## src/rtl/instr_fetch_unit.sv

```systemverilog
// Instruction fetch unit.
//
// Fetches one 16-bit instruction at a time from instruction memory. It keeps
// at most one request outstanding and holds the returned word in an
// instruction register (IR) for the decoder. The decoder can stall the IR,
// redirect fetch with a jump, or squash the IR and any in-flight response
// with a flush.
//
// Ports:
//   i_clk, i_reset          clock, synchronous active-high reset
//   o_imem_req/o_imem_addr  one-cycle request pulse and its address
//   i_imem_valid/i_imem_data response strobe and word ([15:12] op, [11:0] operand)
//   o_valid                 IR holds a live instruction
//   o_opcode/o_operand      IR fields, driven in every state
//   o_pc                    address of the IR instruction
//   i_stall                 downstream not accepting, so the IR holds
//   i_jump/i_jump_target    redirect fetch (takes priority over i_flush)
//   i_flush                 squash the IR and any in-flight response
//
// Optional feature (macro IFETCH_LINK_EN):
//   When the macro is defined, the unit adds output o_link_pc = o_pc + 1.
//   This is the return address for jump-and-link. It is registered
//   together with o_pc.

module instr_fetch_unit #(
  parameter int unsigned           PC_WIDTH = 8,
  parameter logic [PC_WIDTH-1:0]   RESET_PC = '0
) (
  input  logic                i_clk,
  input  logic                i_reset,
  output logic                o_imem_req,
  output logic [PC_WIDTH-1:0] o_imem_addr,
  input  logic                i_imem_valid,
  input  logic [15:0]         i_imem_data,
  output logic                o_valid,
  output logic [3:0]          o_opcode,
  output logic [11:0]         o_operand,
  output logic [PC_WIDTH-1:0] o_pc,
`ifdef IFETCH_LINK_EN
  output logic [PC_WIDTH-1:0] o_link_pc,
`endif
  input  logic                i_stall,
  input  logic                i_jump,
  input  logic                i_flush,
  input  logic [PC_WIDTH-1:0] i_jump_target
);

  typedef enum logic [1:0] {StIdle, StReq, StWait, StFull} state_e;

  state_e              state_q, state_d;
  logic [PC_WIDTH-1:0] fetch_pc_q, fetch_pc_d;
  logic                drop_q, drop_d;
  logic [15:0]         ir_q, ir_d;
  logic [PC_WIDTH-1:0] pc_q, pc_d;
  logic [PC_WIDTH-1:0] fetch_pc_inc;

  assign fetch_pc_inc = fetch_pc_q + PC_WIDTH'(1);

`ifdef IFETCH_LINK_EN
  logic [PC_WIDTH-1:0] link_q, link_d;
`endif

  always_ff @(posedge i_clk) begin
    if (i_reset) begin
      state_q    <= StIdle;
      fetch_pc_q <= RESET_PC;
      drop_q     <= 1'b0;
      ir_q       <= '0;
      pc_q       <= '0;
`ifdef IFETCH_LINK_EN
      link_q     <= RESET_PC + PC_WIDTH'(1);
`endif
    end else begin
      state_q    <= state_d;
      fetch_pc_q <= fetch_pc_d;
      drop_q     <= drop_d;
      ir_q       <= ir_d;
      pc_q       <= pc_d;
`ifdef IFETCH_LINK_EN
      link_q     <= link_d;
`endif
    end
  end

  always_comb begin
    state_d    = state_q;
    fetch_pc_d = fetch_pc_q;
    drop_d     = drop_q;
    ir_d       = ir_q;
    pc_d       = pc_q;
`ifdef IFETCH_LINK_EN
    link_d     = link_q;
`endif
    unique case (state_q)
      StIdle: state_d = StReq;
      StReq: begin
        // A redirect or squash that arrives while the request is issued
        // makes the coming response stale.
        state_d = StWait;
        if (i_jump || i_flush) drop_d = 1'b1;
        if (i_jump) fetch_pc_d = i_jump_target;
      end
      StWait: begin
        if (i_imem_valid) begin
          if (drop_q || i_jump || i_flush) begin
            drop_d  = 1'b0;
            state_d = StReq;
            if (i_jump) fetch_pc_d = i_jump_target;
          end else begin
            ir_d       = i_imem_data;
            pc_d       = fetch_pc_q;
            fetch_pc_d = fetch_pc_inc;
`ifdef IFETCH_LINK_EN
            link_d     = fetch_pc_inc;
`endif
            state_d    = StFull;
          end
        end else begin
          if (i_jump) begin
            drop_d     = 1'b1;
            fetch_pc_d = i_jump_target;
          end
          if (i_flush) drop_d = 1'b1;
        end
      end
      StFull: begin
        // Jump beats flush beats stall. A flush leaves fetch_pc pointing past
        // the squashed instruction.
        if (i_jump) begin
          fetch_pc_d = i_jump_target;
          state_d    = StReq;
        end else if (i_flush || !i_stall) begin
          state_d = StReq;
        end
      end
      default: state_d = StIdle;
    endcase
  end

  assign o_imem_req  = (state_q == StReq);
  assign o_imem_addr = o_imem_req ? fetch_pc_q : '0;
  assign o_valid     = (state_q == StFull);
  assign o_opcode    = ir_q[15:12];
  assign o_operand   = ir_q[11:0];
  assign o_pc        = pc_q;
`ifdef IFETCH_LINK_EN
  assign o_link_pc   = link_q;
`endif

endmodule

```

## config.mk

```make
export PLATFORM = sky130hd
export DESIGN_NAME = instr_fetch_unit
export DESIGN_NICKNAME = d
export VERILOG_FILES = /design/src/rtl/instr_fetch_unit.sv
export SDC_FILE = /design/constraint.sdc
export NUM_CORES = 1
export LEC_CHECK = 0
export CAP_MARGIN = 10
export CORE_MARGIN = 3
export CORE_UTILIZATION = 36
export CTS_BUF_LIST = sky130_fd_sc_hd__clkbuf_4
export CTS_CLUSTER_DIAMETER = 100
export DETAILED_ROUTE_END_ITERATION = 6
export HOLD_SLACK_MARGIN = 0.06
export PLACE_DENSITY = 0.77
export SLEW_MARGIN = 20
export SYNTH_ARGS = -nofsm -noshare
export SYNTH_HDL_FRONTEND = slang
export SYNTH_SLANG_ARGS = --single-unit
```

## constraint.sdc

```tcl
create_clock -name i_clk -period 1.9 [get_ports i_clk]
set_input_delay 0.285 -clock i_clk [delete_from_list [all_inputs] [get_ports i_clk]]
set_output_delay 0.285 -clock i_clk [all_outputs]
set_load 0.02 [all_outputs]
```

==> results.md, run 1 <==
- Synthesized instance count: 210
- CP Launch Point: state_q[1]
- Vias per cell: 5.117
- FFs w/ async S/R, synth: 0
- Std-Cell Rows: 23
- Mux contribution to synthesized area: 0
- Avg Cell Area, Syn: 7.817 um^2
- Post-Synth Adder-Cell Area: 0.04573
- Main combinational cell family by area after synthesis: simple AND/OR/NAND/NOR gates
- GPL Wtd Cong: 0.8667
- Max frequency: 0.5311 GHz
- Post-DR wirelength/cell: 13.29 um
- R2R depth: 6
- Core area: 4202 um^2
- TritonCTS sink count: 35
- Die height: 73.53 um
- Clk Latency, worst-skew pair: 0.32 ns
- Antenna Nets Post-Route: 0
- Max_cap viols: 0
- Max stage delay on crit path: 0.50 ns
- Status: completed
- Syn Nets: 246
- Yosys reg bits: 35
- Synth area leader: dfxtp_1
- Ys Warns: 0
- Tcrit/Tclk final: 0.9910
- CP Capture Type: flop
- Root Buffer: clkbuf_4
- CTS tree: yes
- CP delay by family, top: simple AND/OR/NAND/NOR gates
- Max-slew violations: 0
- Simple-gate share of the synthesized area: 0.2706
- Clock transition at the registers of the reported paths: 0.11 ns
- Overflow after GRT: 0
- Final hold violations: 0
- Width of the die: 73.53 um
- Slowest CP cell: or4b_4
- Crit path cell chain: buf_4 -> ha_2 -> or4b_4 -> or4_4 -> o21ai_2 -> a211oi_1
- Final Power: 1568 uW
- Share of layout cells above drive strength 1: 0.1268
- Port bufs: 63
- Most frequent cells in the layout: nand2_1 (53), clkdlybuf4s50_1 (53), dfxtp_1 (33)
- Data arrival time of the worst path: 2.11 ns
- Fillers: 392
- Nets@finish: 319
- Compound-Gate Fraction of Synth Area: 0.2073
- First-pass iteration count of the detailed router: 4
- Util after Layout: 0.5995
- Unrepaired setup endpoints after global routing: yes
- Sequential cell area fraction in the yosys report: 0.4268
- Global Route Usage Sum: 0.1631
- Hold Path Depth: 2
- DPL Wire Length: 3156 um
- H-tree levels: 2
- Crit Path Max Fanout: 4
- Number of global-route vias before repair: 1529
- Least-Margin Pin Slew: 0.3643 ns
- Largest net degree at the start of global routing: 34
- Synthesized area: 1642 um^2
- Num CTS Buffers: 5
- CTS Hold Bufs: 0
- # diodes: 0
- Ys flop type: dfxtp_1
- Die area: 5406 um^2
- Synth Area in XOR/XNOR: 0
- CTS max path bufs: 2
- Final WL: 4440 um
- IO Count: 64
- Crit path kind: reg2reg
- CP Launch Type: flop
- DR iter-0 viols: 94
- Top cell type's share of synthesized area: 0.4268
- Bufs and invs on worst path: 1
- Final Setup Violations: 0
- Initial Util: 0.3907
- First-pass GRT wire length: 6982 um
- Via Count: 1709
- Worst vdd ir: 495.5 uV
- # DRC: 0
- Crit path depth: 6
- Initial antenna violation count: 0
- Clock skew: 0.008934 ns
- Synth area leaders: dfxtp_1 (43%), nand2_1 (12%), a21oi_1 (9.5%)
- Hold_sp: ir_q[12]
- Power Density: 622.4 nW/um^2
- Yosys cell types: 37
- Worst slew margin: 0.7571
- Number of flops mapped to enable cells by yosys: 0
- Min-delay worst type: reg2reg
- RR Startpoint: state_q[1]
- Worst EP required: 2.12 ns
- LEAKAGE: 0.0009449 uW
- Final min period: 1.883 ns
- P&R area growth vs syn: 53.43%
[final timing paths]
check	end	slack, ns
max reg2reg	fetch_pc_q[2]	0.02
min reg2reg	ir_q[12]	0.46
min	ir_q[12]	0.46
max	fetch_pc_q[2]	0.02
[metrics by stage]
step / cells / instance area [um^2] / hold WS (ns) / TNS [ns] / setup WS, ns
floorplan: 210 / 1647 / 0.3937 / 0 / 0.004216
CTS: 332 / 2485 / 0.4612 / 0 / 0.01698
detailed placement: 324 / 2415 / 0.4453 / -0.2737 / -0.1019
global placement: 324 / 2415 / 0.4421 / -0.1342 / -0.09290
global route: 334 / 2519 / 0.4790 / -0.1885 / -0.04030
finish: 334 / 2519 / 0.4576 / 0 / 0.01706
[cell usage after synthesis, types with 2 or more instances]
cell type,instances
nand3_1,3
buf_2,2
and3_1,2
a31oi_1,2
dfxtp_1,35
inv_1,7
o21ai_0,5
nor4b_1,2
clkbuf_1,9
a311oi_1,4
nand2b_1,3
nand2_1,53
a21oi_1,31
and4_1,2
and2_1,8
ha_1,6
nor3_1,2
a211oi_1,2
nor2_1,12
nor2b_1,2
o221a_2,2
[report_power, final]
part / switching (uW) / internal, uW
Combinational: 120 / 143
Clock: 245 / 271
Sequential: 32.2 / 756
[registers in the layout, indices dropped and copies added, names as in the netlist]
register,flops
drop_q,1
o_pc,8
ir_q,16
state_q,2
fetch_pc_q,8
[cell type report]
class                   instances  area, um^2  share of cell area
inverters                       7       26.28             0.01043
multi-input cells             155       888.4              0.3527
clock buffers                   5       37.54             0.01490
flip-flops and latches         35       703.2              0.2792
repair buffers                 79       762.0              0.3025
clock inverters                 3       38.79             0.01540
well taps                      50       62.56             0.02484
[repair_timing]
item | CTS | global route
resized for setup | 15 | 11
setup buffers | 0 | 2
setup endpoints to repair | 13 | 15
pin swaps | 0 | 1
[metal layers]
metal	track usage	vias up	share of wire
met5	0	-	0
met4	0.03622	0	0.012
met3	0.03830	6	0.048
met2	0.2746	44	0.48
met1	0.2113	789	0.46
li1	-	870	-
[worst reg2reg max path: cells and delay by family (launching register included)]
| family | cells | cell delay, ns |
|---|---|---|
| AOI/OAI and AO/OA | 2 | 0.14 |
| adders and majority gates | 1 | 0.17 |
| buffers and inverters | 1 | 0.13 |
| DFF | 1 | 0.35 |
| and+or+nand+nor | 2 | 0.99 |
[cells by family after synthesis]
| family | count (synthesis) |
|---|---|
| AOI/OAI and AO/OA | 55 |
| adders and majority gates | 6 |
| buffers and inverters | 20 |
| DFF | 35 |
| and+or+nand+nor | 94 |
Power figures use the tool's default switching activity.
==> inputs of run 2 (changes only) <==
CTS_CLUSTER_DIAMETER = 30   (was 100)
==> results of run 2 <==
Final layout, timing and power as in run 1 (identical DEF).
==> inputs of run 3 (changes only) <==
PLACE_DENSITY = not set   (was 0.77)
PLACE_DENSITY_LB_ADDON = 0.15   (was not set)
SLEW_MARGIN = 40   (was 20)
==> results.md, run 3 (same netlist as run 1, synthesis figures left out) <==
- Status: completed
- Max reg flops: 16 (unchanged)
- Final WL: 4360 um (-1.8%)
- Fillers: 417 (+6.4%)
- Unrepaired setup endpoints after global routing: no
- Max_cap viols: 0 (unchanged)
- Switching share of power: 0.2620 (+0.008675)
- Power Density: 632.3 nW/um^2 (+1.6%)
- Wl on met1: 1926 um (-6.0%)
- DP Area: 2435 um^2 (+0.83%)
- Worst slew margin: 0.7382 (-0.01889)
- Clock transition at the registers of the reported paths: 0.11 ns (about the same)
- Internal power: 1176 uW (+0.51%)
- CTS max path bufs: 2 (unchanged)
- CP Capture Type: flop
- Switch Pwr: 417.6 uW (+5.2%)
- DPL Wire Length: 3056 um (-3.2%)
- Crit path kind: reg2reg
- Num CTS Buffers: 5 (unchanged)
- GPL Wtd Cong: 0.8301 (-4.2%)
- TritonCTS sink count: 35 (unchanged)
- Die height: 73.53 um (unchanged)
- Largest register by flop count: ir_q
- Comb pwr share: 0.163 (-0.005)
- P&R area growth vs syn: 53.58% (about the same)
- Min-delay worst type: reg2reg
- Nets@finish: 318 (-0.31%)
- Fin area: 2521 um^2 (about the same)
- Worst vdd ir: 405.5 uV (-18%)
- H-tree levels: 2 (unchanged)
- Core area: 4202 um^2 (unchanged)
- Most frequent cells in the layout: nand2_1 (53), clkdlybuf4s50_1 (53), dfxtp_1 (33)
- Via Count: 1685 (-1.4%)
- Util after Layout: 0.6001 (about the same)
- First-pass GRT wire length: 7182 um (+2.9%)
- IO Count: 64 (unchanged)
- LEAKAGE: 0.0009549 uW (+1.1%)
- First-pass iteration count of the detailed router: 6 (+2)
- Number of global-route vias before repair: 1599 (+4.6%)
- CTS tree: yes
- Final hold violations: 0 (unchanged)
- DR iter-0 viols: 99 (+5.3%)
- Share of layout cells above drive strength 1: 0.1201 (-0.006619)
- Area of the multi-input gates: 880.8 um^2 (-0.85%)
- Root Buffer: clkbuf_4
- Hold_sp: ir_q[14]
- Die area: 5406 um^2 (unchanged)
- Max-slew violations: 0 (unchanged)
- Least-Margin Pin Slew: 0.3927 ns (+0.02833 ns)
- Largest net degree at the start of global routing: 34 (unchanged)
- Final min period: 1.834 ns (-0.04857 ns)
- Antenna Nets Post-Route: 0 (unchanged)
- # DRC: 0 (unchanged)
- Clock Power Share: 0.340 (+0.011)
- Postcts setup bufs: 0 (unchanged)
- Initial antenna violation count: 0 (unchanged)
- Vias per cell: 5.060 (-1.1%)
- Tcrit/Tclk final: 0.9655 (-0.02556)
- Metal2 WL: 2076 um (-2.3%)
- # diodes: 0 (unchanged)
- Worst EP required: 2.11 ns (about the same)
- FF+latch area: 703.2 um^2 (unchanged)
- Crit Path Max Fanout: 5 (+1)
- Width of the die: 73.53 um (unchanged)
- Final Setup Violations: 0 (unchanged)
- CTS Hold Bufs: 0 (unchanged)
- Clock skew: 0.02091 ns (+0.01198 ns)
- Std-Cell Rows: 23 (unchanged)
- WL met3: 318 um (+51%)
- Top Metal Used: met4
- RR Startpoint: state_q[0]
- Global Route Usage Sum: 0.1718 (+0.008682)
- Overflow after GRT: 0 (unchanged)
- Data arrival time of the worst path: 2.05 ns (-0.06 ns)
- Port bufs: 63 (unchanged)
- Setup_tns: 0 ns (unchanged)
- Post-DR wirelength/cell: 13.09 um (-1.5%)
- Register share of total power: 0.496 (-0.007)
- CP Launch Point: state_q[0]
- Initial Util: 0.3907 (unchanged)
- CP Launch Type: flop
- Max frequency: 0.5451 GHz (+2.6%)
- Clk Latency, worst-skew pair: 0.34 ns (+0.02 ns)
[run 3: metrics by stage]
step / power, uW / hold slack (ns) / setup WS [ns] / cells
2_1_floorplan: 925.5 / 0.3937 / 0.004216 / 210
3_3_place_gp: 1066 / 0.4413 / -0.1054 / 325
3_5_place_dp: 1068 / 0.4453 / -0.1365 / 325
4_1_cts: 1609 / 0.4624 / 0.03663 / 333
5_1_grt: 1673 / 0.4730 / 0.01240 / 333
6_report: 1594 / 0.4591 / 0.06563 / 333
[run 3: area by class of cell]
class	count	share of cell area
multi-input combinational	155	0.3494
timing repair buffer	78	0.3042
sequential	35	0.2789
tap	50	0.02481
clock inverter	3	0.01737
clock buffer	5	0.01489
inverter	7	0.01042
[run 3: power groups by stage]
stage	clock network (uW)	registers, uW	logic (uW)
final	543	791	261
after floorplan	0	793	132
after global placement	0	804	262
after global routing	590	796	287
after detailed placement	0	805	263
after CTS	562	789	258
[run 3: worst paths after layout]
kind              endpoint  slack [ns]  cells past startpoint
min               ir_q[14]        0.46                      2
max          fetch_pc_q[2]        0.07                      5
max reg2reg  fetch_pc_q[2]        0.07                      5
min reg2reg       ir_q[14]        0.46                      2
[run 3: per-layer routing]
metal,global-route usage,up-vias
met2,0.2864,53
met5,0,-
met3,0.04788,5
li1,-,868
met1,0.2118,759
met4,0.05835,0
[run 3: what timing repair did]
item                                    CTS  global route
cloned                                    0             0
pin swaps                                 0             1
endpoints found under the setup margin   11            15
resized for setup                        12             7
[run 3: worst max-delay path: stages, from the launching register on]
cell	delay [ns]
dfxtp_2	0.37
ha_2	0.19
or4b_4	0.52
or4_1	0.46
o21ai_0	0.08
a211oi_1	0.10
